--- src/rtl/cnn_runner_pkg.sv ---
// Shared types and default sizing for the CNN batch self-test sequencer.
package cnn_runner_pkg;

  typedef enum logic [2:0] {
    StIdle,
    StStart,
    StWait,
    StReport,
    StGap,
    StFinish
  } run_state_e;

  localparam int unsigned DefSelW     = 4;
  localparam int unsigned DefClassW   = 8;
  localparam int unsigned DefMaxImg   = 16;
  localparam int unsigned DefStartLen = 10;
  localparam int unsigned DefTimeout  = 100000;
  localparam int unsigned DefGapCyc   = 1000;
  localparam int unsigned DefTmrW     = 20;

endpackage

--- src/rtl/cnn_run_timer.sv ---
// Loadable down-counter shared by the START, WAIT and GAP phases of the batch runner.
module cnn_run_timer #(
  parameter int unsigned TMR_W = 20
) (
  input  logic             clk,
  input  logic             reset_n,
  input  logic             load,
  input  logic             en,
  input  logic [TMR_W-1:0] load_val,
  output logic             expire
);

  logic [TMR_W-1:0] count_q;

  always_ff @(posedge clk or negedge reset_n) begin
    if (!reset_n) begin
      count_q <= '0;
    end else if (load) begin
      count_q <= load_val;
    end else if (en && (count_q != '0)) begin
      count_q <= count_q - TMR_W'(1);
    end
  end

  // Loading N-1 gives a phase of exactly N cycles ending on the expire cycle.
  assign expire = (count_q == '0);

endmodule

--- src/rtl/cnn_batch_runner.sv ---
// Self-test sequencer: steps a batch of stored images through cnn_top, times each run out,
// reports per-image results and keeps pass/timeout statistics.
module cnn_batch_runner
  import cnn_runner_pkg::*;
#(
  parameter int unsigned SEL_W     = DefSelW,
  parameter int unsigned CLASS_W   = DefClassW,
  parameter int unsigned MAX_IMG   = DefMaxImg,
  parameter int unsigned START_LEN = DefStartLen,
  parameter int unsigned TIMEOUT   = DefTimeout,
  parameter int unsigned GAP_CYC   = DefGapCyc,
  parameter int unsigned TMR_W     = DefTmrW,
  localparam int unsigned CNT_W    = $clog2(MAX_IMG + 1)
) (
  input  logic               clk,
  input  logic               reset_n,
  input  logic               i_start,
  input  logic               i_abort,
  input  logic [SEL_W-1:0]   i_first_sel,
  input  logic [CNT_W-1:0]   i_num_img,
  input  logic               i_core_done,
  input  logic [CLASS_W-1:0] i_core_alpha,
  input  logic [CLASS_W-1:0] i_exp_alpha,
  output logic [SEL_W-1:0]   o_sel,
  output logic               o_core_valid,
  output logic               o_busy,
  output logic               o_res_valid,
  output logic [SEL_W-1:0]   o_res_sel,
  output logic [CLASS_W-1:0] o_res_alpha,
  output logic               o_res_match,
  output logic               o_res_tmo,
  output logic               o_done,
  output logic               o_aborted,
  output logic [CNT_W-1:0]   o_pass_cnt,
  output logic [CNT_W-1:0]   o_tmo_cnt
);

  localparam logic [TMR_W-1:0] StartLoad   = TMR_W'(START_LEN - 1);
  localparam logic [TMR_W-1:0] TimeoutLoad = TMR_W'(TIMEOUT - 1);
  localparam logic [TMR_W-1:0] GapLoad     = (GAP_CYC == 0) ? '0 : TMR_W'(GAP_CYC - 1);
  localparam logic [CNT_W-1:0] MaxCnt      = CNT_W'(MAX_IMG);
  localparam bit               SkipGap     = (GAP_CYC == 0);

  run_state_e         state_q, state_d;
  logic [SEL_W-1:0]   sel_q, sel_d;
  logic [CNT_W-1:0]   rem_q, rem_d;
  logic [CNT_W-1:0]   pass_q, pass_d;
  logic [CNT_W-1:0]   tmo_q, tmo_d;
  logic               aborted_q, aborted_d;
  logic [SEL_W-1:0]   res_sel_q, res_sel_d;
  logic [CLASS_W-1:0] res_alpha_q, res_alpha_d;
  logic               res_match_q, res_match_d;
  logic               res_tmo_q, res_tmo_d;

  logic               tmr_load;
  logic [TMR_W-1:0]   tmr_val;
  logic               tmr_expire;
  logic [CNT_W-1:0]   num_clamped;

  assign num_clamped = (i_num_img > MaxCnt) ? MaxCnt : i_num_img;

  cnn_run_timer #(
    .TMR_W (TMR_W)
  ) u_timer (
    .clk      (clk),
    .reset_n  (reset_n),
    .load     (tmr_load),
    .en       (state_q != StIdle),
    .load_val (tmr_val),
    .expire   (tmr_expire)
  );

  always_comb begin
    state_d     = state_q;
    sel_d       = sel_q;
    rem_d       = rem_q;
    pass_d      = pass_q;
    tmo_d       = tmo_q;
    aborted_d   = aborted_q;
    res_sel_d   = res_sel_q;
    res_alpha_d = res_alpha_q;
    res_match_d = res_match_q;
    res_tmo_d   = res_tmo_q;
    tmr_load    = 1'b0;
    tmr_val     = '0;

    // Abort outranks everything, including a completion seen in the same cycle.
    if (i_abort && (state_q != StIdle) && (state_q != StFinish)) begin
      state_d   = StFinish;
      aborted_d = 1'b1;
    end else begin
      unique case (state_q)
        StIdle: begin
          if (i_start) begin
            sel_d     = i_first_sel;
            rem_d     = num_clamped;
            pass_d    = '0;
            tmo_d     = '0;
            aborted_d = 1'b0;
            if (num_clamped == '0) begin
              state_d = StFinish;
            end else begin
              state_d  = StStart;
              tmr_load = 1'b1;
              tmr_val  = StartLoad;
            end
          end
        end
        StStart: begin
          if (tmr_expire) begin
            state_d  = StWait;
            tmr_load = 1'b1;
            tmr_val  = TimeoutLoad;
          end
        end
        StWait: begin
          if (i_core_done || tmr_expire) begin
            state_d   = StReport;
            res_sel_d = sel_q;
            if (i_core_done) begin
              res_alpha_d = i_core_alpha;
              res_tmo_d   = 1'b0;
              res_match_d = (i_core_alpha == i_exp_alpha);
              if ((i_core_alpha == i_exp_alpha) && (pass_q != MaxCnt)) begin
                pass_d = pass_q + CNT_W'(1);
              end
            end else begin
              res_alpha_d = '0;
              res_tmo_d   = 1'b1;
              res_match_d = 1'b0;
              if (tmo_q != MaxCnt) begin
                tmo_d = tmo_q + CNT_W'(1);
              end
            end
          end
        end
        StReport: begin
          if (rem_q == CNT_W'(1)) begin
            state_d = StFinish;
          end else begin
            rem_d    = rem_q - CNT_W'(1);
            sel_d    = sel_q + SEL_W'(1);
            tmr_load = 1'b1;
            if (SkipGap) begin
              state_d = StStart;
              tmr_val = StartLoad;
            end else begin
              state_d = StGap;
              tmr_val = GapLoad;
            end
          end
        end
        StGap: begin
          if (tmr_expire) begin
            state_d  = StStart;
            tmr_load = 1'b1;
            tmr_val  = StartLoad;
          end
        end
        StFinish: state_d = StIdle;
        default:  state_d = StIdle;
      endcase
    end
  end

  always_ff @(posedge clk or negedge reset_n) begin
    if (!reset_n) begin
      state_q     <= StIdle;
      sel_q       <= '0;
      rem_q       <= '0;
      pass_q      <= '0;
      tmo_q       <= '0;
      aborted_q   <= 1'b0;
      res_sel_q   <= '0;
      res_alpha_q <= '0;
      res_match_q <= 1'b0;
      res_tmo_q   <= 1'b0;
    end else begin
      state_q     <= state_d;
      sel_q       <= sel_d;
      rem_q       <= rem_d;
      pass_q      <= pass_d;
      tmo_q       <= tmo_d;
      aborted_q   <= aborted_d;
      res_sel_q   <= res_sel_d;
      res_alpha_q <= res_alpha_d;
      res_match_q <= res_match_d;
      res_tmo_q   <= res_tmo_d;
    end
  end

  assign o_sel        = sel_q;
  assign o_core_valid = (state_q == StStart);
  assign o_busy       = (state_q == StStart) || (state_q == StWait) ||
                        (state_q == StReport) || (state_q == StGap);
  assign o_res_valid  = (state_q == StReport);
  assign o_res_sel    = res_sel_q;
  assign o_res_alpha  = res_alpha_q;
  assign o_res_match  = res_match_q;
  assign o_res_tmo    = res_tmo_q;
  assign o_done       = (state_q == StFinish);
  assign o_aborted    = aborted_q;
  assign o_pass_cnt   = pass_q;
  assign o_tmo_cnt    = tmo_q;

endmodule

--- config.mk ---
export PLATFORM = sky130hd
export DESIGN_NAME = cnn_batch_runner
export DESIGN_NICKNAME = d
export VERILOG_FILES = /design/src/rtl/cnn_runner_pkg.sv /design/src/rtl/cnn_run_timer.sv /design/src/rtl/cnn_batch_runner.sv
export SDC_FILE = /design/constraint.sdc
export NUM_CORES = 1
export LEC_CHECK = 0
export BUFFER_PORTS_ARGS = -buffer_cell sky130_fd_sc_hd__buf_2
export CAP_MARGIN = 20
export CORE_MARGIN = 2
export CORE_UTILIZATION = 55
export DETAILED_ROUTE_END_ITERATION = 16
export GPL_ROUTABILITY_DRIVEN = 0
export MAX_ROUTING_LAYER = met4
export PLACE_DENSITY = 0.8
export SLEW_MARGIN = 20
export SYNTH_ARGS = -nofsm -noshare
export SYNTH_HDL_FRONTEND = slang
export SYNTH_HIERARCHICAL = 1
export SYNTH_SLANG_ARGS = --single-unit
--- constraint.sdc ---
create_clock -name clk -period 7.2 [get_ports clk]
set_input_delay 2.16 -clock clk [delete_from_list [all_inputs] [get_ports clk]]
set_output_delay 2.16 -clock clk [all_outputs]
set_load 0.03 [all_outputs]
After elaboration in Yosys (flattened, before gate mapping)
Index checks and enable logic that the tools add are counted.
{ "word_totals": {"ff_bits": 57, "in_bits": 30, "out_inout_bits": 33, "wordCells": 109} }
{ "classes": {"addsub": 5, "n_lt_le_gt_ge": 1, "n_eq_ne": 21, "n_mux": 45, "n_bitwise": 1, "n_reduce_logical": 25} }
{ "op_table": {"columns": ["operator", "n"], "rows": [
  ["one-hot mux 17 bit (4 select lines)", 1],
  ["2-to-1 mux 5 bit", 10],
  ["2-to-1 mux 20 bit", 2],
  ["2-to-1 mux 17 bit", 2],
  ["one-hot mux 5 bit (2 select lines)", 3],
  ["logical NOT 20 bit", 1],
  ["2-to-1 mux 4 bit", 5],
  ["nonzero test 20 bit", 1],
  ["subtractor 20 x 1 -> 20 bit (second input constant)", 1],
  ["2-to-1 mux 3 bit", 6],
  ["one-hot mux 3 bit (5 select lines)", 1],
  ["inequality test 2 bit (second input constant)", 7],
  ["inequality test 3 bit (second input constant)", 4],
  ["AND reduction 6 bit", 2],
  ["2-to-1 mux 1 bit", 11],
  ["adder 5 x 1 -> 5 bit (second input constant)", 2],
  ["2-to-1 mux 10 bit", 1],
  ["inequality test 5 bit (second input constant)", 2],
  ["nonzero test 2 bit", 5],
  ["== test 8 bit", 1],
  ["2-to-1 mux 8 bit", 1],
  ["one-hot mux 4 bit (2 select lines)", 1],
  ["AND reduction 4 bit", 2],
  ["== test 3 x 2 -> 1 bit (second input constant)", 2],
  ["other kinds (17)", 24]
]} }

Depth between registers and ports, before layout
Gate-level depths: netlist of the first run.
{ "depth": {"word_depth": 8, "mapped_depth": 13, "ltp_nobuf": 12} }

Modules after synthesis
Netlist of the first run, hierarchy kept.
{ "modules_own_cells": {"columns": ["module", "instances", "cells_per_inst", "area_per_inst_um2", "seq_area_each_um2"], "rows": [
  ["cnn_batch_runner", 1, 231, 2199.6, 925.9],
  ["cnn_run_timer", 1, 140, 1252.5, 500.5]
]} }

Least setup slack after synthesis of the first run
Ideal clock, no wire load.
{ "synth_timing": {"path_kind": "input to register", "startpoint": "in i_num_img[1]", "endpoint": "reg u_timer.count_q[9]", "setup_ns": 0.069, "arrival_ns": 3.931, "required_ns": 7.131, "setup_slack_ns": 3.201, "stages": 7, "path_cell_list": "or4_1 -> o21ai_0 -> a21boi_1 -> o21ai_0 -> clkbuf_1 -> or4_1 -> nand3_1"} }
{ "synth_between": {"elab_chain_cells": 8, "word_cells_on_any_way": 9, "classes_between": "order compare: 1; mux: 6; reduce/logical: 2"} }
{ "synth_rtl": {"columns": ["item", "line", "text"], "rows": [
  ["start: declaration", "cnn_batch_runner.sv:20", "input logic [CNT_W-1:0] i_num_img,"],
  ["> comparator 5 bit", "cnn_batch_runner.sv:60", "assign num_clamped = (i_num_img > MaxCnt) ? MaxCnt : i_num_img;"],
  ["2-to-1 mux 5 bit *", "cnn_batch_runner.sv:60", null],
  ["logical NOT 5 bit *", "cnn_batch_runner.sv:100", "if (num_clamped == '0) begin"],
  ["2-to-1 mux 1 bit *", "cnn_batch_runner.sv:100", null],
  ["2-to-1 mux 1 bit *", "cnn_batch_runner.sv:94", "if (i_start) begin"],
  ["one-hot mux 1 bit (3 select lines) *", "cnn_batch_runner.sv:92", "unique case (state_q)"],
  ["2-to-1 mux 1 bit *", "cnn_batch_runner.sv:88", "if (i_abort && (state_q != StIdle) && (state_q != StFinish)) begin"],
  ["via tmr_load", "cnn_batch_runner.sv:55", "logic tmr_load;"],
  ["2-to-1 mux 20 bit / nonzero test 2 bit (equally long branches)", null, null],
  ["end signal: assignment", "cnn_run_timer.sv:19", "count_q <= load_val;"],
  ["end signal: assignment", "cnn_run_timer.sv:21", "count_q <= count_q - TMR_W'(1);"],
  ["end: declaration", "cnn_run_timer.sv:13", "logic [TMR_W-1:0] count_q;"]
]} }
Mark *: on every way through the listed nets, which the timed path passes. The rest lies on a longest branch.
A chain may end at the register's enable or synchronous reset.

Worst setup path in the final report of the first run
{ "layout_timing": {"startpoint": "in i_num_img[1]", "endpoint": "reg u_timer.count_q[11]"} }
Same word-level chain as after synthesis.

==> key figures, run 1 <==
Run status
  – Status: complete, no violations

Yosys
  – Simple-gate share of the synthesized area: 0.2327
  – Post-synthesis cell count: 371
  – Synth Warn #: 6
  – Main combinational cell family by area after synthesis: simple AND/OR/NAND/NOR gates
  – Synthesized area per cell: 9.305 µm²
  – EDFF count, synth: 0
  – Ys async rst share: 1.000
  – Most frequent cells after synthesis: 57 x dfrtp_1, 37 x o21ai_0, 24 x nand2_1, 24 x nor2_1, 23 x a21oi_1
  – Largest area contributor in the netlist: dfrtp_1
  – Yosys reg bits: 57
  – Seq/Total Area, Yosys: 0.4132
  – Top post-synthesis cells by area: dfrtp_1 41%, o21ai_0 5.4%, xor2_1 4.1%, a21oi_1 3.3%, ha_1 3.3%
  – Count leader, synth: dfrtp_1
  – Synth top area share: 0.4132
  – Post-synth cell types: 59
  – Mapped Area: 3452 µm²
  – Xor/xnor share of the synthesized area: 0.05328
  – Adder-cell share of the synthesized area: 0.03262
  – Post-synth top flop: dfrtp_1
  – Post-synthesis compound-gate area fraction: 0.1845
  – Post-synthesis mux area share: 0.03806

GRT
  – Largest net degree at the start of global routing: 58
  – Antenna violations before repair: 0
  – Total congestion overflow: 0
  – First-pass GRT wire length: 13210 µm
  – Number of global-route vias before repair: 2914
  – Gr usage total: 0.2376

Timing
  – Fin. max-slew vios: 0
  – Post-route setup TNS: 0 ps
  – Clk_skew: 4.848 ps
  – Fmax: 0.2400 GHz
  – RSZ-0062 raised after global routing: no
  – # setup viols final: 0
  – Relative max-transition margin: 0.5248
  – Final hold vios: 0
  – Tmin final: 4167 ps
  – Least-Margin Pin Slew: 712.8 ps
  – Min Hold Slack: 498.1 ps
  – Period utilization: 0.5788

Routing
  – DR DRC count: 0
  – ANT nets after route: 0
  – Drt first-iter violations: 145
  – DR WL/cell: 15.18 µm
  – Vias/cell: 5.767
  – Via count: 2964
  – WL final: 7801 µm
  – Drt pass-1 iters: 4

Clock tree
  – Post-CTS resize count: 0
  – Max Root-Sink Buffers: 2
  – Root Driver: clkbuf_8
  – CTS buffer count: 9
  – Hold buffers post-CTS: 0
  – Reg clk slew, reported paths: 60 ps
  – H-Tree Depth: 3
  – Postcts setup bufs: 0
  – Worst-skew pair later-pin latency: 330 ps
  – CTS tree: done
  – Clock sink count: 57

Critical path
  – Worst setup SP type: input port
  – CP endpoint kind: register
  – CP Class: in2reg
  – Crit path top cell by count: or4_1
  – Crit Path Max Fanout: 23
  – Critical path's largest stage delay: 560 ps
  – CP cell instances: buf_2 > or4_1 > o21ai_0 > a21boi_1 > o21ai_2 > buf_4 > or4_1 > nand3_1
  – Arrival time at the worst endpoint: 4430 ps
  – Slowest stage cell, crit path: or4_1
  – Critical path data required time: 7470 ps

Die
  – Core Box Area: 5991 µm²
  – Die Footprint: 6926 µm²
  – Placement Rows: 28
  – DIE HEIGHT: 83.23 µm
  – Io pins: 63
  – Die W: 83.23 µm
  – Initial Util: 0.5762

Power and ir drop
  – Worst VDD drop: 0.2334 mV
  – Power per cell area: 319.3 nW/µm²
  – Leak: 1.840 nW
  – Total Power: 0.001277 W

Cells and area
  – Layout area overhead: 15.88%
  – Ant diodes: 0
  – Final nets: 473
  – Final core utilization: 0.6677
  – Layout cells sized above 1: 0.2323
  – Post-route insts no fill: 514

Place
  – I/O Buffers: 62
  – Placed cells: 498
  – DP HPWL: 5396 µm

Min path
  – HP Class: reg2reg

Flow run
  – Max-cap viol count: 0
## kinds of logic (layout without fill, tap and decap cells)
group,after synthesis,after routing
buffers and inverters,35,97
adder cells (fa/ha/maj),9,9
XOR/XNOR,21,21
AND/OR/NAND/NOR,135,135
AO/OA/AOI/OAI,101,101
flip-flops,57,57
multiplexers,12,12
other,1,7
## sequential cells by signal, indices dropped and copies added (netlist names)
register and flops:
o_res_sel 4, u_timer/count_q 20, o_tmo_cnt 5, state_q 3
o_res_tmo 1, o_res_alpha 8, o_sel 4, rem_q 5
o_aborted 1, o_pass_cnt 5, o_res_match 1
## worst paths after layout
check,startpoint,end,slack [ps],depth (start not counted)
max in group asynchronous,reset_n,o_res_alpha[3],4770,2
min,o_res_match,o_res_match,500,1
min reg2reg,o_res_match,o_res_match,500,1
max reg2reg,u_timer/count_q[15],u_timer/count_q[16],3340,9
min in group asynchronous,reset_n,u_timer/count_q[12],1960,2
max,i_num_img[1],u_timer/count_q[11],3030,8
## per-layer routing
| metal | routed length (µm) | track usage | part of all wire |
|---|---|---|---|
| met2 | 3879 | 0.3981 | 0.50 |
| met1 | 3477 | 0.2902 | 0.45 |
| met4 | 160 | 0.09091 | 0.021 |
| met5 | 0 | - | 0 |
| met3 | 283 | 0.03678 | 0.036 |
## report_power, final
| part | switching [W] | total [W] | internal, W |
|---|---|---|---|
| clock network | 0.000124 | 0.000286 | 0.000162 |
| registers | 0.000122 | 0.000530 | 0.000409 |
| logic | 0.000271 | 0.000461 | 0.000191 |
## placed cells by master, fill, tap and decap left out, drive strengths merged, types with 7 or more instances in the layout
master   n
buf     64
nor2b    8
nor2    26
or3     11
nor3    10
conb     7
nand3    8
ha       9
xor2    16
a22o    11
inv     17
dfrtp   57
mux2     9
clkbuf  14
nor4    11
a21oi   24
nand2   24
o21ai   40
## layout make-up
cell class	count	area (µm²)
clock buffer	14	182.7
clock inverter	2	10.01
fill	480	1991
inverter	17	63.81
multi-input combinational	285	1898
sequential	57	1426
tap	75	93.84
timing repair buffer	64	325.3
## worst max-delay path: cells and delay by family
| family | cells | cell delay [ps] |
|---|---|---|
| and+or+nand+nor | 3 | 1170 |
| buffers and inverters | 2 | 370 |
| AOI/OAI and AO/OA | 3 | 720 |
## metrics by stage
| step | cell area (µm²) | setup WS [ps] |
|---|---|---|
| after floorplan | 3475 | 3201 |
| after global placement | 3807 | 2807 |
| after global routing | 4000 | 2893 |
| final | 4000 | 3033 |
| after CTS | 4000 | 3034 |
| after detailed placement | 3807 | 2686 |
No activity file was read; power rests on OpenSTA's default activity.
==> run 2, diff against run 1 <==
--- a/config.mk
+++ b/config.mk
@@ -5,6 +5,7 @@
 export SDC_FILE = /design/constraint.sdc
 export NUM_CORES = 1
 export LEC_CHECK = 0
+export ABC_AREA = 1
 export BUFFER_PORTS_ARGS = -buffer_cell sky130_fd_sc_hd__buf_2
 export CAP_MARGIN = 20
 export CORE_MARGIN = 2
@@ -12,7 +13,7 @@
 export DETAILED_ROUTE_END_ITERATION = 16
 export GPL_ROUTABILITY_DRIVEN = 0
 export MAX_ROUTING_LAYER = met4
-export PLACE_DENSITY = 0.8
+export PLACE_DENSITY = 0.79
 export SLEW_MARGIN = 20
 export SYNTH_ARGS = -nofsm -noshare
 export SYNTH_HDL_FRONTEND = slang
==> constraint.sdc (replaced) <==
create_clock -name clk -period 4 [get_ports clk]
set_input_delay 1.2 -clock clk [delete_from_list [all_inputs] [get_ports clk]]
set_output_delay 1.2 -clock clk [all_outputs]
set_load 0.03 [all_outputs]
==> key figures, run 2 <==
Run status
  – Status: complete, no violations (unchanged)

GRT
  – GR Util met3: 0.06730 (was 0.03678)
  – Total congestion overflow: 0 (unchanged)
  – Met1 GRT Util: 0.3140 (was 0.2902)
  – Largest net degree at the start of global routing: 37 (was 58)
  – Gr usage total: 0.2634 (was 0.2376)
  – Met2 Usage GRT: 0.4277 (was 0.3981)
  – Number of global-route vias before repair: 3505 (was 2914)
  – First-pass GRT wire length: 15400 µm (was 13210 µm)
  – GRT busiest layer: met2 (unchanged)
  – Antenna violations before repair: 0 (unchanged)

Cells and area
  – Layout cells sized above 1: 0.2033 (was 0.2323)
  – Final nets: 639 (was 473)
  – Top reg by flops: u_timer/count_q (unchanged)
  – Post-route insts no fill: 685 (was 514)
  – Layout area overhead: 16.22% (was 15.88%)
  – Max reg flops: 20 (unchanged)
  – Most frequent cells in the layout: 157 x nand2_1, 66 x nand3_1, 62 x buf_2 (was 62 x buf_2, 57 x dfrtp_1, 36 x o21ai_0)
  – Commonest non-fill, non-tap cell in the layout: nand2_1 (was buf_2)
  – Fillcell total: 603 (was 480)
  – Multi-input gate area: 2092 µm² (was 1898 µm²)
  – Register area: 1426 µm² (unchanged)
  – Ant diodes: 0 (unchanged)

Critical path
  – Worst setup SP type: register (was input port)
  – R2R Path End: u_timer/count_q[4] (was u_timer/count_q[16])
  – FF-to-FF Start: u_timer/count_q[0] (was u_timer/count_q[15])
  – Arrival time at the worst endpoint: 3430 ps (was 4430 ps)
  – CP endpoint kind: register (unchanged)
  – Crit path capture: u_timer/count_q[4] (was u_timer/count_q[11])
  – CP startpoint: u_timer/count_q[0] (was i_num_img[1])
  – Reg-to-reg slack, setup: 840 ps (was 3340 ps)
  – CP Class: reg2reg (was in2reg)
  – Reg2Reg Depth: 14 (was 9)
  – Critical path data required time: 4270 ps (was 7470 ps)
  – Crit Path Max Fanout: 21 (was 23)

Routing
  – Drt pass-1 iters: 5 (was 4)
  – ANT nets after route: 0 (unchanged)
  – Vias/cell: 5.159 (was 5.767)
  – DR DRC count: 0 (unchanged)
  – Via count: 3534 (was 2964)
  – Drt first-iter violations: 216 (was 145)
  – WL final: 8618 µm (was 7801 µm)
  – DR WL/cell: 12.58 µm (was 15.18 µm)

Power and ir drop
  – Leak: 2.366 nW (was 1.840 nW)
  – NetSw: 0.001701 W (was 0.0005161 W)
  – Clock network power share: 0.195 (was 0.224)
  – Worst VDD drop: 0.5055 mV (was 0.2334 mV)
  – Int Pwr: 0.001828 W (was 0.0007610 W)
  – Flop pwr share: 0.288 (was 0.415)
  – Logic gate share of total power: 0.517 (was 0.361)
  – Power per cell area: 795.2 nW/µm² (was 319.3 nW/µm²)
  – Sw Share: 0.4821 (was 0.4041)

Yosys
  – Post-synthesis cell count: 530 (was 371)
  – Largest area contributor in the netlist: dfrtp_1 (unchanged)
  – Synthesized area per cell: 7.205 µm² (was 9.305 µm²)
  – EDFF count, synth: 0 (unchanged)
  – Ys async rst share: 1.000 (unchanged)
  – Synth top area share: 0.3735 (was 0.4132)
  – Top post-synthesis cells by area: dfrtp_1 37%, nand2_1 15%, nand3_1 8.7%, inv_1 5.6%, nor2_1 4.7% (was dfrtp_1 41%, o21ai_0 5.4%, xor2_1 4.1%, a21oi_1 3.3%, ha_1 3.3%)
  – Mapped Area: 3819 µm² (was 3452 µm²)
  – Post-synth top flop: dfrtp_1 (unchanged)
  – Post-synth cell types: 34 (was 59)
  – Synth Warn #: 6 (unchanged)
  – Yosys reg bits: 57 (unchanged)
  – Seq/Total Area, Yosys: 0.3735 (was 0.4132)
  – Count leader, synth: nand2_1 (was dfrtp_1)
  – Most frequent cells after synthesis: 157 x nand2_1, 66 x nand3_1, 57 x dfrtp_1, 57 x inv_1, 48 x nor2_1 (was 57 x dfrtp_1, 37 x o21ai_0, 24 x nand2_1, 24 x nor2_1, 23 x a21oi_1)

Timing
  – Relative max-transition margin: 0.4128 (was 0.5248)
  – Clk_skew: 13.54 ps (was 4.848 ps)
  – Period utilization: 0.7889
  – Tmin final: 3156 ps
  – Fmax: 0.3169 GHz
  – Fin. max-slew vios: 0 (unchanged)
  – Final hold vios: 0 (unchanged)
  – # setup viols final: 0 (unchanged)
  – Post-route setup TNS: 0 ps (unchanged)
  – RSZ-0062 raised after global routing: no (unchanged)
  – Least-Margin Pin Slew: 872.7 ps (was 712.8 ps)

Place
  – DP HPWL: 6449 µm (was 5396 µm)
  – I/O Buffers: 62 (unchanged)
  – Placed cells: 669 (was 498)

Min path
  – Hold_sp: o_res_match (unchanged)
  – HP Class: reg2reg (unchanged)

Die
  – Die W: 87.33 µm (was 83.23 µm)
  – Io pins: 63 (unchanged)
  – Placement Rows: 30 (was 28)
  – Initial Util: 0.5652 (was 0.5762)
  – DIE HEIGHT: 87.33 µm (was 83.23 µm)
  – Core Box Area: 6756 µm² (was 5991 µm²)
  – Die Footprint: 7626 µm² (was 6926 µm²)

Clock tree
  – Post-CTS resize count: 0 (unchanged)
  – Hold buffers post-CTS: 0 (unchanged)
  – Postcts setup bufs: 0 (unchanged)
  – Clock sink count: 57 (unchanged)
  – CTS tree: done (unchanged)
  – Max Root-Sink Buffers: 2 (unchanged)
  – Worst-skew pair later-pin latency: 350 ps (was 330 ps)
  – Root Driver: clkbuf_8 (unchanged)
  – Reg clk slew, reported paths: 60 ps (about the same)
  – CTS buffer count: 9 (unchanged)
  – H-Tree Depth: 3 (unchanged)

Flow run
  – Max-cap viol count: 0 (unchanged)
==> run 2: cell count changes after synthesis, moves of 11 or more <==
cell and delta:
a21oi_1 -16, inv_1 +40, nand2_1 +133, nand2_2 +11, nand3_1 +58, nor2_1 +24
o21ai_0 -12, or3_1 -11
==> run 2: layout make-up <==
type                            count  area share
Multi-Input combinational cell    404      0.4714
Inverter                           64     0.05413
Clock inverter                      4     0.02227
Tap cell                           80     0.02255
Timing Repair Buffer               64     0.07330
Sequential cell                    57      0.3214
Clock buffer                       12     0.03496
==> run 2: cells by family after synthesis <==
family                   share of synthesized area
AND/OR/NAND/NOR                             0.3673
flip-flops                                  0.3735
adder cells (fa/ha/maj)                    0.02949
buffers and inverters                      0.08453
XOR/XNOR                                   0.05505
AO/OA/AOI/OAI                              0.08650
multiplexers                              0.002621
other                                    0.0009820
==> run 2: how the worst min path moves through the flow <==
stage	cells past startpoint	slack, ps	to
floorplan	2	490	rem_q[3]
global placement	2	450	o_res_match
detailed placement	2	460	o_res_match
CTS	2	480	o_res_match
global route	2	490	o_res_match
finish	2	480	o_res_match
==> run 2: power groups by stage <==
stage	Clock, W	Sequential (W)	Combinational (W)
6_report	0.000689	0.00101	0.00183
5_1_grt	0.000724	0.00105	0.00206
4_1_cts	0.000698	0.00101	0.00183
3_5_place_dp	0	0.00102	0.00182
3_3_place_gp	0	0.00101	0.00176
2_1_floorplan	0	0.00116	0.00129
==> run 2: routing by layer <==
metal / vias to the layer above / wire length, µm
met5: - / 0
met4: 0 / 198
met3: 16 / 434
met2: 80 / 4163
met1: 1621 / 3823
li1: 1817 / -
==> run 2: critical path: stages, from the launching register on <==
cell	delay (ps)
dfrtp_1	400
inv_2	140
ha_1	180
nand2_1	60
nor2_1	170
nand2_1	80
nor4_1	660
inv_1	140
o21ai_0	230
nand2_1	110
o21ai_1	110
inv_1	340
nand2_4	300
nand2_1	100
o21ai_2	50
==> run 2: through the flow <==
stage | hold slack (ps) | area, µm² | utilization | worst slack [ps] | total power (W)
floorplan | 491.9 | 3841 | - | 1512 | 0.002450
global placement | 451.9 | 4184 | 0.6193 | 1075 | 0.002772
detailed placement | 456.8 | 4184 | 0.6193 | 940.2 | 0.002840
CTS | 475.9 | 4438 | 0.6569 | 875.8 | 0.003537
global route | 487.7 | 4438 | 0.6569 | 531.6 | 0.003830
finish | 476.4 | 4438 | 0.6569 | 844.3 | 0.003529
